## src/rtl/fp_add_arbiter.sv

```systemverilog
// Round-robin arbiter sharing one combinational single-precision adder among NUM_REQ requesters.
// Optional FP_ARB_STALL_CNT_EN adds a saturating 16-bit count of back-pressured result cycles.

module fp_adder (
  input  logic [31:0] a,
  input  logic [31:0] b,
  output logic [31:0] s
);
  // Leading-zero count of a 27-bit mantissa with guard/round/sticky.
  function automatic logic [4:0] lzc27(input logic [26:0] v);
    logic [4:0] n;
    n = 5'd27;
    for (int i = 0; i < 27; i++)
      if (v[i]) n = 5'(26 - i);
    return n;
  endfunction

  // Round-to-nearest-even on {hidden, frac[22:0], g, r, s}; returns {exp[9:0], frac[22:0]}.
  function automatic logic [32:0] round_rne(input logic [26:0] m, input logic [9:0] e);
    logic [24:0] r;
    logic        up;
    logic [9:0]  eo;
    logic [22:0] f;
    up = m[2] & (m[1] | m[0] | m[3]);
    r  = {1'b0, m[26:3]} + 25'(up);
    if (r[24]) begin
      eo = e + 10'd1;
      f  = r[23:1];
    end else begin
      eo = r[23] ? e : 10'd0;
      f  = r[22:0];
    end
    return {eo, f};
  endfunction

  // Overflowed exponents saturate to infinity.
  function automatic logic [31:0] pack(input logic sgn, input logic [32:0] rr);
    if (rr[32:23] >= 10'd255) return {sgn, 8'hFF, 23'd0};
    return {sgn, rr[30:0]};
  endfunction

  logic        swap, sub;
  logic [31:0] l, sm;
  logic [7:0]  el, es, diff, lim, shamt;
  logic [23:0] ml, ms;
  logic [49:0] sh;
  logic [26:0] ml27, ms27, norm;
  logic [27:0] sum;
  logic [4:0]  lz;
  logic [9:0]  e_n;
  logic [32:0] rr;

  always_comb begin
    swap  = b[30:0] > a[30:0];
    l     = swap ? b : a;
    sm    = swap ? a : b;
    el    = (l[30:23] == 8'd0) ? 8'd1 : l[30:23];
    es    = (sm[30:23] == 8'd0) ? 8'd1 : sm[30:23];
    ml    = {l[30:23] != 8'd0, l[22:0]};
    ms    = {sm[30:23] != 8'd0, sm[22:0]};
    diff  = el - es;
    sh    = {ms, 26'd0} >> diff;
    if (diff > 8'd26) ms27 = {26'd0, |ms};
    else              ms27 = {sh[49:24], |sh[23:0]};
    ml27  = {ml, 3'b000};
    sub   = l[31] ^ sm[31];
    sum   = sub ? ({1'b0, ml27} - {1'b0, ms27}) : ({1'b0, ml27} + {1'b0, ms27});
    lz    = lzc27(sum[26:0]);
    // Left shift stops at exponent 1 so tiny results land as subnormals.
    lim   = el - 8'd1;
    shamt = ({3'b000, lz} < lim) ? {3'b000, lz} : lim;
    if (sum[27]) begin
      norm = {sum[27:2], sum[1] | sum[0]};
      e_n  = {2'b00, el} + 10'd1;
    end else begin
      norm = sum[26:0] << shamt;
      e_n  = {2'b00, el} - {2'b00, shamt};
    end
    rr = round_rne(norm, e_n);
    if (sum == 28'd0) s = {sub ? 1'b0 : l[31], 31'd0};
    else              s = pack(l[31], rr);
  end
endmodule

module fp_add_arbiter #(
  parameter  int NUM_REQ = 4,
  localparam int ID_W    = $clog2(NUM_REQ)
) (
  input  logic                 clk,
  input  logic                 rst,
  input  logic [NUM_REQ-1:0]   req_valid,
  input  logic [32*NUM_REQ-1:0] req_a,
  input  logic [32*NUM_REQ-1:0] req_b,
  output logic [NUM_REQ-1:0]   req_ready,
  output logic                 res_valid,
  input  logic                 res_ready,
  output logic [31:0]          res_s,
`ifdef FP_ARB_STALL_CNT_EN
  output logic [15:0]          stall_cnt,
`endif
  output logic [ID_W-1:0]      res_id
);
  // First valid index at or after p, wrapping; MSB flags that one was found.
  function automatic logic [ID_W:0] find_grant(input logic [NUM_REQ-1:0] v,
                                               input logic [ID_W-1:0] p);
    logic [ID_W:0] r;
    int idx;
    r = '0;
    for (int k = NUM_REQ - 1; k >= 0; k--) begin
      idx = int'(p) + k;
      if (idx >= NUM_REQ) idx = idx - NUM_REQ;
      if (v[idx]) r = {1'b1, ID_W'(idx)};
    end
    return r;
  endfunction

  logic [ID_W-1:0] ptr, gnt;
  logic [ID_W:0]   sel;
  logic            can_accept, grant;
  logic [31:0]     op_a, op_b, sum;

  always_comb begin
    can_accept = !res_valid || res_ready;
    sel        = find_grant(req_valid, ptr);
    gnt        = sel[ID_W-1:0];
    grant      = can_accept && sel[ID_W] && !rst;
    req_ready  = grant ? (NUM_REQ'(1) << gnt) : '0;
    op_a       = req_a[32*gnt +: 32];
    op_b       = req_b[32*gnt +: 32];
  end

  fp_adder u_add (.a(op_a), .b(op_b), .s(sum));

  // Result register stage
  always_ff @(posedge clk) begin
    if (rst) begin
      res_valid <= 1'b0;
      res_s     <= 32'h0;
      res_id    <= '0;
      ptr       <= '0;
    end else if (grant) begin
      res_valid <= 1'b1;
      res_s     <= sum;
      res_id    <= gnt;
      ptr       <= (gnt == ID_W'(NUM_REQ - 1)) ? '0 : gnt + 1'b1;
    end else if (res_ready) begin
      res_valid <= 1'b0;
    end
  end

`ifdef FP_ARB_STALL_CNT_EN
  always_ff @(posedge clk) begin
    if (rst)
      stall_cnt <= 16'h0;
    else if (res_valid && !res_ready && stall_cnt != 16'hFFFF)
      stall_cnt <= stall_cnt + 16'd1;
  end
`endif
endmodule
```

## config.mk

```make
export PLATFORM = sky130hd
export DESIGN_NAME = fp_add_arbiter
export DESIGN_NICKNAME = d
export VERILOG_FILES = /design/src/rtl/fp_add_arbiter.sv
export SDC_FILE = /design/constraint.sdc
export NUM_CORES = 1
export LEC_CHECK = 0
export BUFFER_PORTS_ARGS = -buffer_cell sky130_fd_sc_hd__buf_2
export CAP_MARGIN = 20
export CORE_UTILIZATION = 38
export CTS_BUF_LIST = sky130_fd_sc_hd__clkbuf_8
export DETAILED_ROUTE_END_ITERATION = 12
export GPL_ROUTABILITY_DRIVEN = 0
export PLACE_DENSITY_LB_ADDON = 0.3
export SYNTH_ARGS = -nofsm -noshare
export SYNTH_HDL_FRONTEND = slang
export SYNTH_SLANG_ARGS = --single-unit
```

## constraint.sdc

```tcl
create_clock -name clk -period 49.4 [get_ports clk]
set_clock_uncertainty 0.15 [all_clocks]
set_input_delay 0 -clock clk [delete_from_list [all_inputs] [get_ports clk]]
set_output_delay 0 -clock clk [all_outputs]
set_load 0.01 [all_outputs]
```

=== Word level (Yosys, flattened, before mapping) ===
Index checks and enable logic that the tools add are counted.

* Bitwise logic cells: 5
* Add/subtract/negate cells: 16
* Mux-type cells: 69
* Shifts and indexed selects: 5
* Order comparisons: 12
* Equality and inequality tests: 1
* Reduce and logical (&&, ||, !) cells: 13

{| class="wikitable"
|+ Operators by type and width
! kind !! number
|-
| 2-to-1 mux 32 bit || 9
|-
| indexed part select 128 x 8 -> 32 bit || 2
|-
| less-than comparator 32 x 4 -> 1 bit, second input constant || 4
|-
| 2-to-1 mux 5 bit || 16
|-
| 2-to-1 mux 27 bit || 2
|-
| right shift 50 x 8 -> 50 bit || 1
|-
| OR reduction 24 bit || 2
|-
| 2-to-1 mux 4 bit || 9
|-
| > comparator 31 bit || 1
|-
| 2-to-1 mux 10 bit || 3
|-
| adder 27 x 27 -> 28 bit || 1
|-
| logical NOT 28 bit || 1
|-
| 2-to-1 mux 28 bit || 1
|-
| subtractor 27 x 27 -> 28 bit || 1
|-
| << shifter 27 x 8 -> 27 bit || 1
|-
| adder 24 x 1 -> 25 bit || 1
|-
| 2-to-1 mux 8 bit || 3
|-
| 2-to-1 mux 23 bit || 1
|-
| logical NOT 8 bit || 2
|-
| nonzero test 8 bit || 2
|-
| 2-to-1 mux 1 bit || 14
|-
| 2-to-1 mux 3 bit || 4
|-
| subtractor 3 x 3 -> 4 bit, second input constant || 3
|-
| adder 10 x 1 -> 10 bit, second input constant || 1
|-
| 24 further kinds || 36
|}

* Logic and storage cells: 125
* Input port bits: 263
* Output and inout bits: 39
* Register bits after elaboration: 37

=== Longest topological paths before layout ===
* Depth in word-level cells: 63
* Gate-level depth with buffers: 87
* Mapped depth without buffers: 77

=== Cells and area by module ===
Synthesis repeated with hierarchy kept, for this count alone.

* Cell total of the unflattened synthesis: 2480
* Area, all modules: 17122.7 µm²

{| class="wikitable"
|+ Modules (own cells, without submodules)
! module !! area an instance (µm²) !! times used !! cells an instance !! sequential area each (µm²)
|-
| fp_adder || 13497.9 || 1 || 2087 || 0.0
|-
| fp_add_arbiter || 3624.7 || 1 || 393 || 740.7
|}

=== Least setup slack after synthesis ===
OpenSTA, ideal clock, no wires.

* Path type: reg-to-reg
* Start: reg ptr[0]
* End: reg res_s[11]
* Data required time: 49.154 ns
* Path buffers: 15
* Data arrival time: 16.541 ns
* Clock period less this slack: 16.786 ns
* Path slack: 32.614 ns
* Setup time: 0.096 ns
* Cell stages (with the launch flop): 82
* Path through: dfxtp_1 nor2b_1 o21bai_2 clkbuf_1 clkbuf_1 clkbuf_1 and3_1 a211oi_1 or2_2 ha_1 nand4_1 nor4_1 o21ai_0 o2111ai_1 o211a_1 clkbuf_1 mux2i_1 or4_1 [... 46 more ...] buf_4 buf_4 ha_1 nor2b_1 o21ai_0 nand2b_1 a21o_1 a21o_1 xor2_1 o21ai_0 nor4_1 and4bb_1 xor2_1 nor3_1 and4_1 buf_2 buf_6 o41ai_2

* Longest elaborated chain between the ends: 63
* Elaborated cells on any way between the ends: 104
* Those cells by class: add/sub: 15; order compare: 8; shift: 4; mux: 63; bitwise: 5; reduce/logical: 9

{| class="wikitable"
|+ RTL lines
! element !! RTL line !! text
|-
| start: declaration || 117 || <nowiki>logic [ID_W-1:0] ptr, gnt;</nowiki>
|-
| start signal: assignment || 145 || <nowiki>ptr <= (gnt == ID_W'(NUM_REQ - 1)) ? '0 : gnt + 1'b1;</nowiki>
|-
| adder 2 x 2 -> 3 bit || 110 || <nowiki>idx = int'(p) + k;</nowiki>
|-
| subtractor 3 x 3 -> 4 bit / greater-or-equal comparator 3 bit (equally long branches) || 111 || <nowiki>if (idx >= NUM_REQ) idx = idx - NUM_REQ;</nowiki>
|-
| 2-to-1 mux 32 bit || 111 ||
|-
| binary-select mux 1 bit (select 2 bit) || 112 || <nowiki>if (v[idx]) r = {1'b1, ID_W'(idx)};</nowiki>
|-
| 2-to-1 mux 1 bit (implied by the code) (2 in a row) || 112 ||
|-
| 2-to-1 mux 3 bit (3 in a row) || 112 ||
|-
| 2-to-1 mux 3 bit * || 112 ||
|-
| indexed part select 128 x 8 -> 32 bit (on tied branches) || 129, 128 ||
|-
| [... 44 more ...] || -- ||
|-
| adder 24 x 1 -> 25 bit || 25 || <nowiki>r = {1'b0, m[26:3]} + 25'(up);</nowiki>
|-
| 2-to-1 mux 10 bit || 30 || <nowiki>eo = r[23] ? e : 10'd0;</nowiki>
|-
| 2-to-1 mux 10 bit || 26 || <nowiki>if (r[24]) begin</nowiki>
|-
| greater-or-equal comparator 10 x 8 -> 1 bit || 38 || <nowiki>if (rr[32:23] >= 10'd255) return {sgn, 8'hFF, 23'd0};</nowiki>
|-
| 2-to-1 mux 1 bit || 38 ||
|-
| 2-to-1 mux 1 bit || 80 || <nowiki>if (sum == 28'd0) s = {sub ? 1'b0 : l[31], 31'd0};</nowiki>
|-
| 2-to-1 mux 32 bit || 39 || <nowiki>return {sgn, rr[30:0]};</nowiki>
|-
| 2-to-1 mux 32 bit || 80 ||
|-
| end signal: assignment || 143 || <nowiki>res_s <= sum;</nowiki>
|-
| end: declaration || 97 || <nowiki>output logic [31:0] res_s,</nowiki>
|}

Mark *: on every way between the ends. The rest lies on a longest branch, timed or not. The select of a mux whose other input is x is not followed.
A chain may end at the register's enable or synchronous reset.

=== Worst setup path in the final report ===
* Start: reg ptr[1]
* End: reg res_s[9]

Same word-level chain as after synthesis.

==> reports/summary.txt <==
syn_area_per_cell: 6.723 µm²
Synth area leader: ha_1
H-Tree Depth: 2
first-pass GRT wire length: 101800 µm
Worst path max stage delay: 0.89 ns
Die H: 205.0 µm
number of flops mapped to enable cells by yosys: 0
Ant. Diodes: 0
crit path max fanout: 122
Max Slew Vio Count: 0
DP Wirelength: 52140 µm
Worst Setup Start Kind: flip-flop
worst-skew pair later-pin latency: 0.29 ns
post-synthesis cell type count: 116
Routed met3 length: 6130 µm
WL per Instance: 21.27 µm
Post-Synthesis Cell Area: 15660 µm²
Post-CTS Hold Fix Bufs: 3
clock slew seen by the registers of the worst setup and hold paths: 0.07 ns
Area Growth Syn to Fin: 11.79%
Port Buf Inserts: 301
top cells by count, synth: 236 x nand2_1, 161 x o21ai_0, 146 x nand3_1, 143 x nor2_1, 142 x a21oi_1
layout cells sized above 1: 18.70%
Cells after Synth: 2330
initial antenna violation count: 1
CTS tree: built
NumNets Final: 2887
Sum Neg Setup Slack: 0 ns
sequential element share of the synthesized area: 4.729%
cts repair resizes: 0
# IOs: 302
Ys Warns: 0
vias in the first global route: 18.36k
via count: 19.93k
Final period util: 45.66%
highest metal used: met4
DIE WIDTH: 205.0 µm
largest net degree at the start of global routing: 123
antenna-violating nets left: 0
Primary FF master, synth: dfxtp_1
hold crit path type: primary input to flip-flop
first-pass detailed-route iteration total: 6
met1 wire length: 27240 µm
FMAX: 0.04433 GHz
Layout fillers: 4282
Post-synth ARST share: 0%
clock sink count: 37
Total GRT Usage: 29.93%
max_cap viols: 0
CTS max path bufs: 2
worst slew pin tran: 1.150 ns
fin crit period: 22.56 ns
drc violations: 0
die area: 42040 µm²
grt ovf: 0
Synth Register Bits: 37
setup violators final: 0
RSZ-0062 raised after global routing: no
slowest CP cell: a21o_1
met2 wire len: 28220 µm
Via density: 6.543
top-count cell post-synth: nand2_1
Req. time, crit path: 49.40 ns
area share of the largest cell type after synthesis: 8.627%
CTS buffer count: 5
initial drt markers: 2920
postcts setup bufs: 0
routed wire length: 64790 µm
CP arrival: 22.56 ns
# rows: 74
Root Buffer: clkbuf_8
capturing element type of the critical path: flip-flop
critical path type: flip-flop to flip-flop
Fin. Hold Viols: 0
Synth area leaders: ha_1 8.6%, nand2_1 5.7%, mux2i_1 5.2%
Max-slew headroom: 23.15%
Core ar.: 40740 µm²
status: completed
initial core utilization: 38.45%
routing by layer:
| layer | vias up | global-route usage (%) |
|---|---|---|
| li1 | 9212 | - |
| met1 | 9256 | 41.00 |
| met2 | 1239 | 47.32 |
| met3 | 223 | 3.213 |
| met4 | 0 | 12.51 |
| met5 | - | 0 |
cells by family after synthesis:
logic type / count (synthesis) / synth area share [%]
XOR/XNOR: 69 / 3.858
buffers and inverters: 273 / 7.533
adder cells (fa/ha/maj): 111 / 9.010
multiplexers: 116 / 8.811
AO/OA/AOI/OAI: 807 / 35.87
other: 1 / 0.02394
flip-flops: 37 / 4.729
AND/OR/NAND/NOR: 916 / 30.16
cells in the final DEF, fill, tap and decap left out, drive strengths merged, types with 22 or more instances in the layout:
| cell type | instances |
|---|---|
| o22ai | 24 |
| nor3 | 68 |
| nand4 | 32 |
| dfxtp | 37 |
| or2 | 47 |
| o21ai | 189 |
| and3 | 90 |
| nor2 | 145 |
| buf | 330 |
| a21o | 26 |
| ha | 108 |
| and2 | 25 |
| o31ai | 24 |
| xnor2 | 48 |
| nand2 | 237 |
| nand3 | 148 |
| a21oi | 144 |
| mux2i | 82 |
| a22oi | 23 |
| o211ai | 24 |
| a211oi | 94 |
| inv | 116 |
| a31oi | 23 |
| nor2b | 22 |
registers in the layout (all words and copies together), names as in the netlist:
signal and flops:
res_id 2, res_s 32, ptr 2, res_valid 1
layout make-up:
cell class / instances / area (µm²) / area share, %
well taps: 532 / 665.6 / 3.801
clock buffers: 5 / 68.82 / 0.3930
clock inverters: 3 / 11.26 / 0.06431
multi-input cells: 2022 / 13810 / 78.85
inverters: 114 / 427.9 / 2.444
flip-flops and latches: 37 / 740.7 / 4.230
repair buffers: 333 / 1789 / 10.22
path summary, 6_finish.rpt:
kind              from         to  slack, ns  cells past startpoint
max             ptr[1]   res_s[9]      26.84                     73
min          req_b[63]  res_s[31]       0.28                      7
max reg2reg     ptr[1]   res_s[9]      26.84                     73
min reg2reg  res_s[24]  res_s[24]       0.29                      2
per-stage QoR:
step / setup slack [ns] / cells / hold WS (ns) / util (%) / instance area [µm²]
3_5_place_dp: 27.34 / 3031 / 0.1143 / 42.55 / 17340
6_report: 26.84 / 3046 / 0.2815 / 42.98 / 17510
4_1_cts: 27.25 / 3042 / 0.2808 / 42.82 / 17450
3_3_place_gp: 28.09 / 3031 / 0.1142 / 42.55 / 17340
2_1_floorplan: 32.61 / 2332 / -0.07762 / - / 15670
5_1_grt: 25.16 / 3046 / 0.3123 / 42.98 / 17510
critical path, delay by kind of cell (launching register included):
kind | cells | cell delay [ns]
simple gates | 21 | 6.48
buf+inv | 9 | 3.18
fa+ha+maj | 5 | 1.61
mux | 5 | 1.55
xor+xnor | 1 | 0.13
compound gates | 32 | 8.73
flops | 1 | 0.42
Power is left out: the tool's default activity adds up to more than one toggle a clock period on the data nets, which glitch-free logic cannot reach.
